**src/rtl/phase_sequencer.sv**
```systemverilog
// Demand-actuated N-phase signal sequencer: GREEN -> YELLOW -> ALL_RED,
// round-robin service of latched car/pedestrian demand.
module phase_sequencer #(
    parameter int NUM_PHASES = 4,
    parameter int TICKS_PER_SEC = 1000,
    parameter int TIMER_W = 8,
    parameter int GREEN_MAX = 120,
    parameter int GREEN_MIN = 30,
    parameter int YELLOW_TIME = 4,
    parameter int ALL_RED_TIME = 2,
    parameter int PED_CLEAR = 10,
    parameter logic [NUM_PHASES-1:0] PED_MASK = 4'b0101,
    localparam int PW = (NUM_PHASES > 1) ? $clog2(NUM_PHASES) : 1
) (
    input  logic                  clk,
    input  logic                  rst,
    input  logic [NUM_PHASES-1:0] car_req_i,
    input  logic [NUM_PHASES-1:0] ped_req_i,
    output logic [NUM_PHASES-1:0] green_o,
    output logic [NUM_PHASES-1:0] yellow_o,
    output logic [NUM_PHASES-1:0] red_o,
    output logic [NUM_PHASES-1:0] walk_o,
    output logic [NUM_PHASES-1:0] hand_o,
    output logic [PW-1:0]         active_phase_o,
    output logic [TIMER_W-1:0]    countdown_o,
    output logic                  sec_tick_o
);

    typedef enum logic [1:0] {
        S_GREEN,
        S_YELLOW,
        S_ALLRED
    } state_e;

    localparam int PSW = (TICKS_PER_SEC > 1) ? $clog2(TICKS_PER_SEC) : 1;
    localparam logic [PSW-1:0] PS_LAST = PSW'(TICKS_PER_SEC - 1);
    localparam logic [TIMER_W-1:0] T_ONE = TIMER_W'(1);
    localparam logic [TIMER_W-1:0] T_GMAX = TIMER_W'(GREEN_MAX);
    localparam logic [TIMER_W-1:0] T_GMIN = TIMER_W'(GREEN_MIN);
    localparam logic [TIMER_W-1:0] T_YEL = TIMER_W'(YELLOW_TIME);
    localparam logic [TIMER_W-1:0] T_AR = TIMER_W'(ALL_RED_TIME);
    localparam logic [TIMER_W-1:0] T_PCLR = TIMER_W'(PED_CLEAR);

    state_e                state_q, state_d;
    logic [PW-1:0]         phase_q, phase_d;
    logic [PW-1:0]         next_q, next_d;
    logic [TIMER_W-1:0]    cnt_q, cnt_d;
    logic [PSW-1:0]        presc_q, presc_d;
    logic [NUM_PHASES-1:0] pend_q, pend_d;
    logic [NUM_PHASES-1:0] pped_q, pped_d;
    logic                  wgrant_q, wgrant_d;

    logic                  tick;
    logic                  expire;
    logic [NUM_PHASES-1:0] act_oh, nxt_oh;
    logic [NUM_PHASES-1:0] req_car, req_ped, ign, others;
    logic [PW-1:0]         rr_idx, rr_sel;
    logic                  rr_found;

    always_comb begin
        tick    = (presc_q == PS_LAST);
        presc_d = tick ? '0 : presc_q + 1'b1;
    end

    // First pending phase strictly after the active one, wrapping around.
    always_comb begin
        rr_sel   = phase_q;
        rr_found = 1'b0;
        rr_idx   = '0;
        for (int k = 1; k < NUM_PHASES; k++) begin
            rr_idx = PW'((int'(phase_q) + k) % NUM_PHASES);
            if (!rr_found && pend_q[rr_idx]) begin
                rr_sel   = rr_idx;
                rr_found = 1'b1;
            end
        end
    end

    always_comb begin
        act_oh  = NUM_PHASES'(1) << phase_q;
        nxt_oh  = NUM_PHASES'(1) << next_q;
        others  = pend_q & ~act_oh;
        expire  = tick && (cnt_q == T_ONE);
        req_ped = ped_req_i & PED_MASK;
        req_car = car_req_i | req_ped;
        ign     = (state_q == S_GREEN) ? act_oh : '0;

        state_d  = state_q;
        phase_d  = phase_q;
        next_d   = next_q;
        wgrant_d = wgrant_q;
        cnt_d    = tick ? cnt_q - T_ONE : cnt_q;
        pend_d   = pend_q | (req_car & ~ign);
        pped_d   = pped_q | (req_ped & ~ign);

        unique case (state_q)
            S_GREEN: begin
                if ((others != '0) && (cnt_q > T_GMIN)) begin
                    cnt_d = T_GMIN;
                end else if (expire) begin
                    if (others == '0) begin
                        cnt_d = T_GMAX;
                    end else begin
                        next_d  = rr_sel;
                        state_d = S_YELLOW;
                        cnt_d   = T_YEL;
                    end
                end
            end
            S_YELLOW: begin
                if (expire) begin
                    state_d = S_ALLRED;
                    cnt_d   = T_AR;
                end
            end
            S_ALLRED: begin
                if (expire) begin
                    state_d  = S_GREEN;
                    phase_d  = next_q;
                    cnt_d    = T_GMAX;
                    wgrant_d = pped_q[next_q];
                    // Clearing on entry beats any request arriving now.
                    pend_d   = pend_d & ~nxt_oh;
                    pped_d   = pped_d & ~nxt_oh;
                end
            end
            default: begin
                state_d = S_GREEN;
            end
        endcase
    end

    always_ff @(posedge clk or posedge rst) begin
        if (rst) begin
            state_q  <= S_GREEN;
            phase_q  <= '0;
            next_q   <= '0;
            cnt_q    <= T_GMAX;
            presc_q  <= '0;
            pend_q   <= '0;
            pped_q   <= '0;
            wgrant_q <= 1'b0;
        end else begin
            state_q  <= state_d;
            phase_q  <= phase_d;
            next_q   <= next_d;
            cnt_q    <= cnt_d;
            presc_q  <= presc_d;
            pend_q   <= pend_d;
            pped_q   <= pped_d;
            wgrant_q <= wgrant_d;
        end
    end

    always_comb begin
        green_o  = (state_q == S_GREEN) ? act_oh : '0;
        yellow_o = (state_q == S_YELLOW) ? act_oh : '0;
        red_o    = ~(green_o | yellow_o);
        walk_o   = green_o & PED_MASK
                 & {NUM_PHASES{wgrant_q && (cnt_q > T_PCLR)}};
        hand_o   = ~walk_o;
    end

    assign active_phase_o = phase_q;
    assign countdown_o    = cnt_q;
    assign sec_tick_o     = tick;

endmodule

```
**config.mk**
```make
export PLATFORM = sky130hd
export DESIGN_NAME = phase_sequencer
export DESIGN_NICKNAME = d
export VERILOG_FILES = /design/src/rtl/phase_sequencer.sv
export SDC_FILE = /design/constraint.sdc
export NUM_CORES = 1
export LEC_CHECK = 0
export ABC_AREA = 1
export CAP_MARGIN = 40
export CORE_MARGIN = 2
export CORE_UTILIZATION = 40
export CTS_CLUSTER_SIZE = 25
export DETAILED_ROUTE_END_ITERATION = 10
export SYNTH_ARGS = -nofsm -noshare
export SYNTH_HDL_FRONTEND = slang
export SYNTH_SLANG_ARGS = --single-unit
```
**constraint.sdc**
```tcl
create_clock -name clk -period 2.1 [get_ports clk]
set_clock_uncertainty 0.1 [all_clocks]
set_input_delay 0.315 -clock clk [delete_from_list [all_inputs] [get_ports clk]]
set_output_delay 0.315 -clock clk [all_outputs]
set_load 0.05 [all_outputs]
```
Word level (Yosys, flattened, before mapping)
Index checks and enable logic that the tools add are counted.
{"block": "word_totals", "out_inout_bits": 31, "inputBits": 10, "elab_cells": 93, "ff_bits": 33}
{"block": "op_classes", "n_shift": 2, "n_reduce_logical": 13, "add_sub_neg": 5, "n_mux": 33, "eq_ne": 9, "magnitude_cmp": 6, "bitwise": 17}
{"operator": "8-bit 2-to-1 mux", "n": 5}
{"operator": "4-bit 2-to-1 mux", "n": 6}
{"operator": "8-bit one-hot mux with 3 select lines", "n": 1}
{"operator": "4-bit NOT", "n": 5}
{"operator": "4-bit bitwise AND", "n": 4}
{"operator": "2-bit 2-to-1 mux", "n": 8}
{"operator": "2-bit by 3-bit < comparator with 1-bit output (second input constant)", "n": 4}
{"operator": "4-bit bitwise OR", "n": 3}
{"operator": "10-bit by 1-bit adder with 10-bit output (second input constant)", "n": 1}
{"operator": "10-bit equality test (second input constant)", "n": 1}
{"operator": "10-bit 2-to-1 mux", "n": 1}
{"operator": "2-bit != test (second input constant)", "n": 5}
{"operator": "3-bit by 4-bit bitwise AND with 4-bit output", "n": 2}
{"operator": "1-bit binary-select mux with 2-bit select", "n": 4}
{"operator": "8-bit by 1-bit equality test with 1-bit output (second input constant)", "n": 1}
{"operator": "8-bit by 4-bit greater-than comparator with 1-bit output (second input constant)", "n": 1}
{"operator": "8-bit by 5-bit greater-than comparator with 1-bit output (second input constant)", "n": 1}
{"operator": "1-bit by 2-bit left shift with 4-bit output (first input constant)", "n": 2}
{"operator": "8-bit by 1-bit subtractor with 8-bit output (second input constant)", "n": 1}
{"operator": "7-bit 2-to-1 mux", "n": 1}
{"operator": "1-bit 2-to-1 mux", "n": 6}
{"operator": "2-bit one-hot mux with 3 select lines", "n": 1}
{"operator": "1-bit logical AND", "n": 5}
{"operator": "5-bit AND reduction", "n": 1}
{"operator": "other kinds (12)", "n": 15}

Longest topological paths before layout
{"block": "logic_depth", "ltp_word": 10, "ltp_mapped": 12, "depth_no_buf": 12}

Worst setup path after synthesis
Ideal clock, no wire load.
{"block": "synth_path", "kind": "flip-flop to output port", "start": "register phase_q[0] (netlist: active_phase_o[0])", "end": "output hand_o[0]", "required_time_ns": 1.685, "path_buffers": 0, "arrival_ns": 3.095, "stages_incl_launch_ff": 8, "setup_slack_ns": -1.410, "cell_sequence": "dfrtp_1 inv_1 ha_1 inv_1 nor2_1 inv_1 nor2_1 inv_1"}
{"block": "synth_between", "elab_chain_len": 4}
{"item": "start, declared", "line_no": "45", "source": "logic [PW-1:0] phase_q, phase_d;"}
{"item": "start signal, assigned", "line_no": "145", "source": "phase_q <= phase_d;"}
{"item": "1-bit by 2-bit left shift with 4-bit output", "line_no": "80", "source": "act_oh = NUM_PHASES'(1) << phase_q;"}
{"item": "4-bit 2-to-1 mux", "line_no": "156", "source": "green_o = (state_q == S_GREEN) ? act_oh : '0;"}
{"item": "named net green_o[0]", "line_no": "19", "source": "output logic [NUM_PHASES-1:0] green_o,"}
{"item": "3-bit by 4-bit bitwise AND with 4-bit output", "line_no": "160", "source": "& {NUM_PHASES{wgrant_q && (cnt_q > T_PCLR)}};"}
{"item": "named net walk_o[0]", "line_no": "22", "source": "output logic [NUM_PHASES-1:0] walk_o,"}
{"item": "4-bit NOT", "line_no": "161", "source": "hand_o = ~walk_o;"}
{"item": "end, declared", "line_no": "23", "source": "output logic [NUM_PHASES-1:0] hand_o,"}
The timed path passes the listed nets, and every way through them passes these cells.

Final worst setup path
{"block": "layout_path", "start": "register phase_q[1] (netlist: active_phase_o[1])", "end": "output active_phase_o[1]"}
{"item": "end, declared", "line_no": "24", "source": "output logic [PW-1:0] active_phase_o,"}
No word-level cell between the ends.

==> results.md <==
Yosys:
- The total of flip-flops plus latches after synthesis is 33.
- The biggest area contributor in the post-synthesis netlist is dfrtp_1.
- The synthesized instance count is 319.
- For this run, the register share of the synthesized area comes to 37.05%.
- For this run, the number of Yosys warnings is 0.
- Counting distinct cell types in the post-synthesis netlist gives 32.
- The average size of a mapped cell is 7.029 um2.
- The top-area cell type share of the netlist area is 32.37%.
- Sorting the synthesized cells by area gives the leading types as dfrtp_1 (32%), nand2_1 (12%), inv_1 (7.7%).
- The synthesized netlist occupies a cell area of 2242 um2.

Power and ir drop:
- The share of total power in the clock network is 49.1%.
- The largest voltage drop on the vdd net is 0.2578 mV.
- The portion of total power attributed to sequential cells is 47.6%.
- The switching power summed over all nets is 299.0 uW.
- Summed over all cells, the static leakage comes to 1.488 nW.
- Per report_power, the combinational group accounts for 3.3% of the total.
- The design draws 1.333 mW.
- The cell area power density is 442.0 nW/um2.
- Internal power comes to 1.034 mW.
- Of the total power, the share spent switching nets is 22.42%.

Die:
- 41 I/O pins were placed.
- The starting density of the core is 40.97%.
- The number of rows in the core area is 27.
- After floorplanning, the core was sized to cover 5473 um2.
- The height of the die is 78.87 um.
- The die covers 6220 um2.
- The die is 78.87 um wide.

Status:
- The flow ran to the end, and the final reports show no timing, DRC or antenna violations.

Setup path:
- In this run the worst path has a maximum fanout of 4.
- The arrival time of data at the critical path endpoint is 1.65 ns.
- The worst setup path is of the flop to primary output kind.
- The kind of end point of the critical path is a primary output.
- The required time of the critical path is 1.68 ns.
- The kind of launch point of the worst setup path is a flop.

CTS:
- The master cell of the clock root buffer is clkbuf_8.
- In this run, post-CTS hold repair placed 0 buffers.
- TritonCTS built the clock tree.
- The total clock sinks is 33.
- The clock-pin slew on the worst setup and hold paths is 0.08 ns.
- The clock reaches the later pin of the worst-skew pair after 0.30 ns.
- The clock passes through at most 2 buffers.
- CTS built an H-tree with a depth of 2.
- In this run, CTS created clock tree buffers numbering 5.

Global route:
- The initial antenna violation count came to 0.
- Summed over all layers, the global routing overflow is 0.
- Entering global routing, the biggest net connects 34 pins.
- The total global routing track utilization is 20.03%.
- The first global-routing pass estimated 9777 um of wire.
- The number of global-route vias before repair was 2133.

Final layout:
- The final core utilization is 55.12%.
- The filler cells instantiated in the layout total 537.
- The number of cells in the finished layout apart from fillers is 441.
- The commonest non-fill, non-tap cell in the layout is nand2_1.
- In the final layout, the share of cells above drive strength 1 is 25.20%.
- The number of antenna diodes in the final layout is 0.
- The layout net count is 386.
- With fillers left out, the area of the finished cells amounts to 3017 um2.
- In the layout the commonest cells are nand2_1 (72), nor2_1 (40), inv_1 (38), dfrtp_1 (27), nand3_1 (24).
- Compared with the post-synthesis result, the final layout area differs by 34.54%.

Placed design:
- The instance area after placement is 2825 um2.
- OpenSTA, run right after detailed placement, puts the worst setup slack at 0.08389 ns.
- After detailed placement, the design holds a cell count of 426.
- The total half-perimeter wirelength after legalization and detailed placement is 4244 um.
- The number of input and output port buffers inserted is 34.
- The global placer's final weighted congestion is 0.8872.

Min path:
- In this run the worst hold path is classified as input port to async pin.

Timing:
- The final count of pins violating max slew is 0.
- The peak clock frequency supported by timing is 484.1 MHz.
- The final number of hold-violating endpoints is 0.
- The final clock period utilization by the worst path is 98.36%.
- The final number of setup-violating endpoints is 0.
- After layout, the minimum clock period comes to 2.066 ns.
- The worst slack on hold paths is 0.3009 ns.
- The setup slack after layout is 0.03446 ns.
- Setup repair after global routing could not meet its margin everywhere.
- Adding up every negative setup slack in the final design gives 0 ns.

Route:
- The number of DRC violations after detailed routing is 0.
- After detailed routing, the average wire length per cell comes to 12.53 um.
- The detail route stage leaves a number of antenna-violating nets equal to 0.
- The routed layout has 2121 vias.
- In the routed layout, each cell is associated on average with a via count of 4.810.
- After the first detailed-routing iteration, the DRC count stood at 68.
- Before antenna repair, the detailed router went through 4 iterations.
- The detailed-route wire length is 5525 um.

Job:
- Max-cap violations in this run came to 0.
power groups by stage:
stage | Combinational (mW) | Sequential [mW] | Clock [mW]
2_1_floorplan | 0.0314 | 0.648 | 0
6_report | 0.0439 | 0.635 | 0.654
3_3_place_gp | 0.0454 | 0.648 | 0
5_1_grt | 0.0487 | 0.635 | 0.686
4_1_cts | 0.0454 | 0.635 | 0.660
3_5_place_dp | 0.0453 | 0.648 | 0
worst max-delay path, cell delays in order, from the launching register on:
cell and delay [ns]:
dfrtp_2 0.42, buf_4 0.14, clkdlybuf4s50_1 0.79
layout make-up:
| cell class | instances | area (um2) | share of cell area, % |
|---|---|---|---|
| tap | 72 | 90.09 | 2.986 |
| sequential | 33 | 833.3 | 27.62 |
| inverter | 56 | 225.2 | 7.466 |
| timing repair buffer | 45 | 505.5 | 16.76 |
| multi-input combinational | 227 | 1242 | 41.19 |
| clock buffer | 6 | 82.58 | 2.737 |
| clock inverter | 2 | 37.54 | 1.244 |
final timing paths:
kind	startpoint	endpoint	slack, ns	cells past startpoint
min	rst	presc_q[0]$_DFF_PP0_	0.30	3
min reg2reg	presc_q[0]$_DFF_PP0_	presc_q[0]$_DFF_PP0_	0.37	1
max reg2reg	active_phase_o[0]$_DFFE_PP0P_	countdown_o[1]$_DFF_PP0_	0.21	10
min in group clk	presc_q[0]$_DFF_PP0_	presc_q[0]$_DFF_PP0_	0.37	1
max in group asynchronous	rst	countdown_o[4]$_DFF_PP1_	1.25	3
max	active_phase_o[1]$_DFFE_PP0P_	active_phase_o[1]	0.03	2
synthesized netlist by cell type, drive strengths merged:
cell type  count
nand2         80
inv           55
nor2          52
dfrtp         29
nand3         25
a21oi         17
o21ai         16
ha             8
nor3           7
nand4          6
buf            5
dfstp          4
xor2           4
conb           2
o21a           2
a21o           1
and2           1
clkinv         1
nand3b         1
nor4           1
o211ai         1
o31ai          1
registers in the layout (all words and copies together), names as in the netlist:
register	cells
wgrant_q	1
presc_q	10
pend_q	4
next_q	2
countdown_o	8
active_phase_o	2
pped_q	4
state_q	2
routing by layer:
layer / GRT usage, % / vias up / wire length, um
li1: - / 1097 / -
met1: 25.87 / 968 / 2537
met2: 33.33 / 46 / 2662
met3: 4.318 / 10 / 223
met4: 6.897 / 0 / 101
met5: 0 / - / 0
kinds of logic (layout without fill, tap and decap cells):
group                    Yosys count  after routing  synth area share [%]
AO/OA/AOI/OAI                     38             38                 9.040
flip-flops                        33             33                 37.05
adder cells (fa/ha/maj)            8              8                 4.464
other                              2              4                0.3349
AND/OR/NAND/NOR                  173            173                 36.61
XOR/XNOR                           4              4                 1.562
buffers and inverters             61            109                 10.94
what timing repair did:
action                     4_1_cts  5_1_grt
setup endpoints to repair        5       12
pin swaps                        0        2
resized for setup                4        4
setup buffers                    1        6
Power figures use the tool's default switching activity.
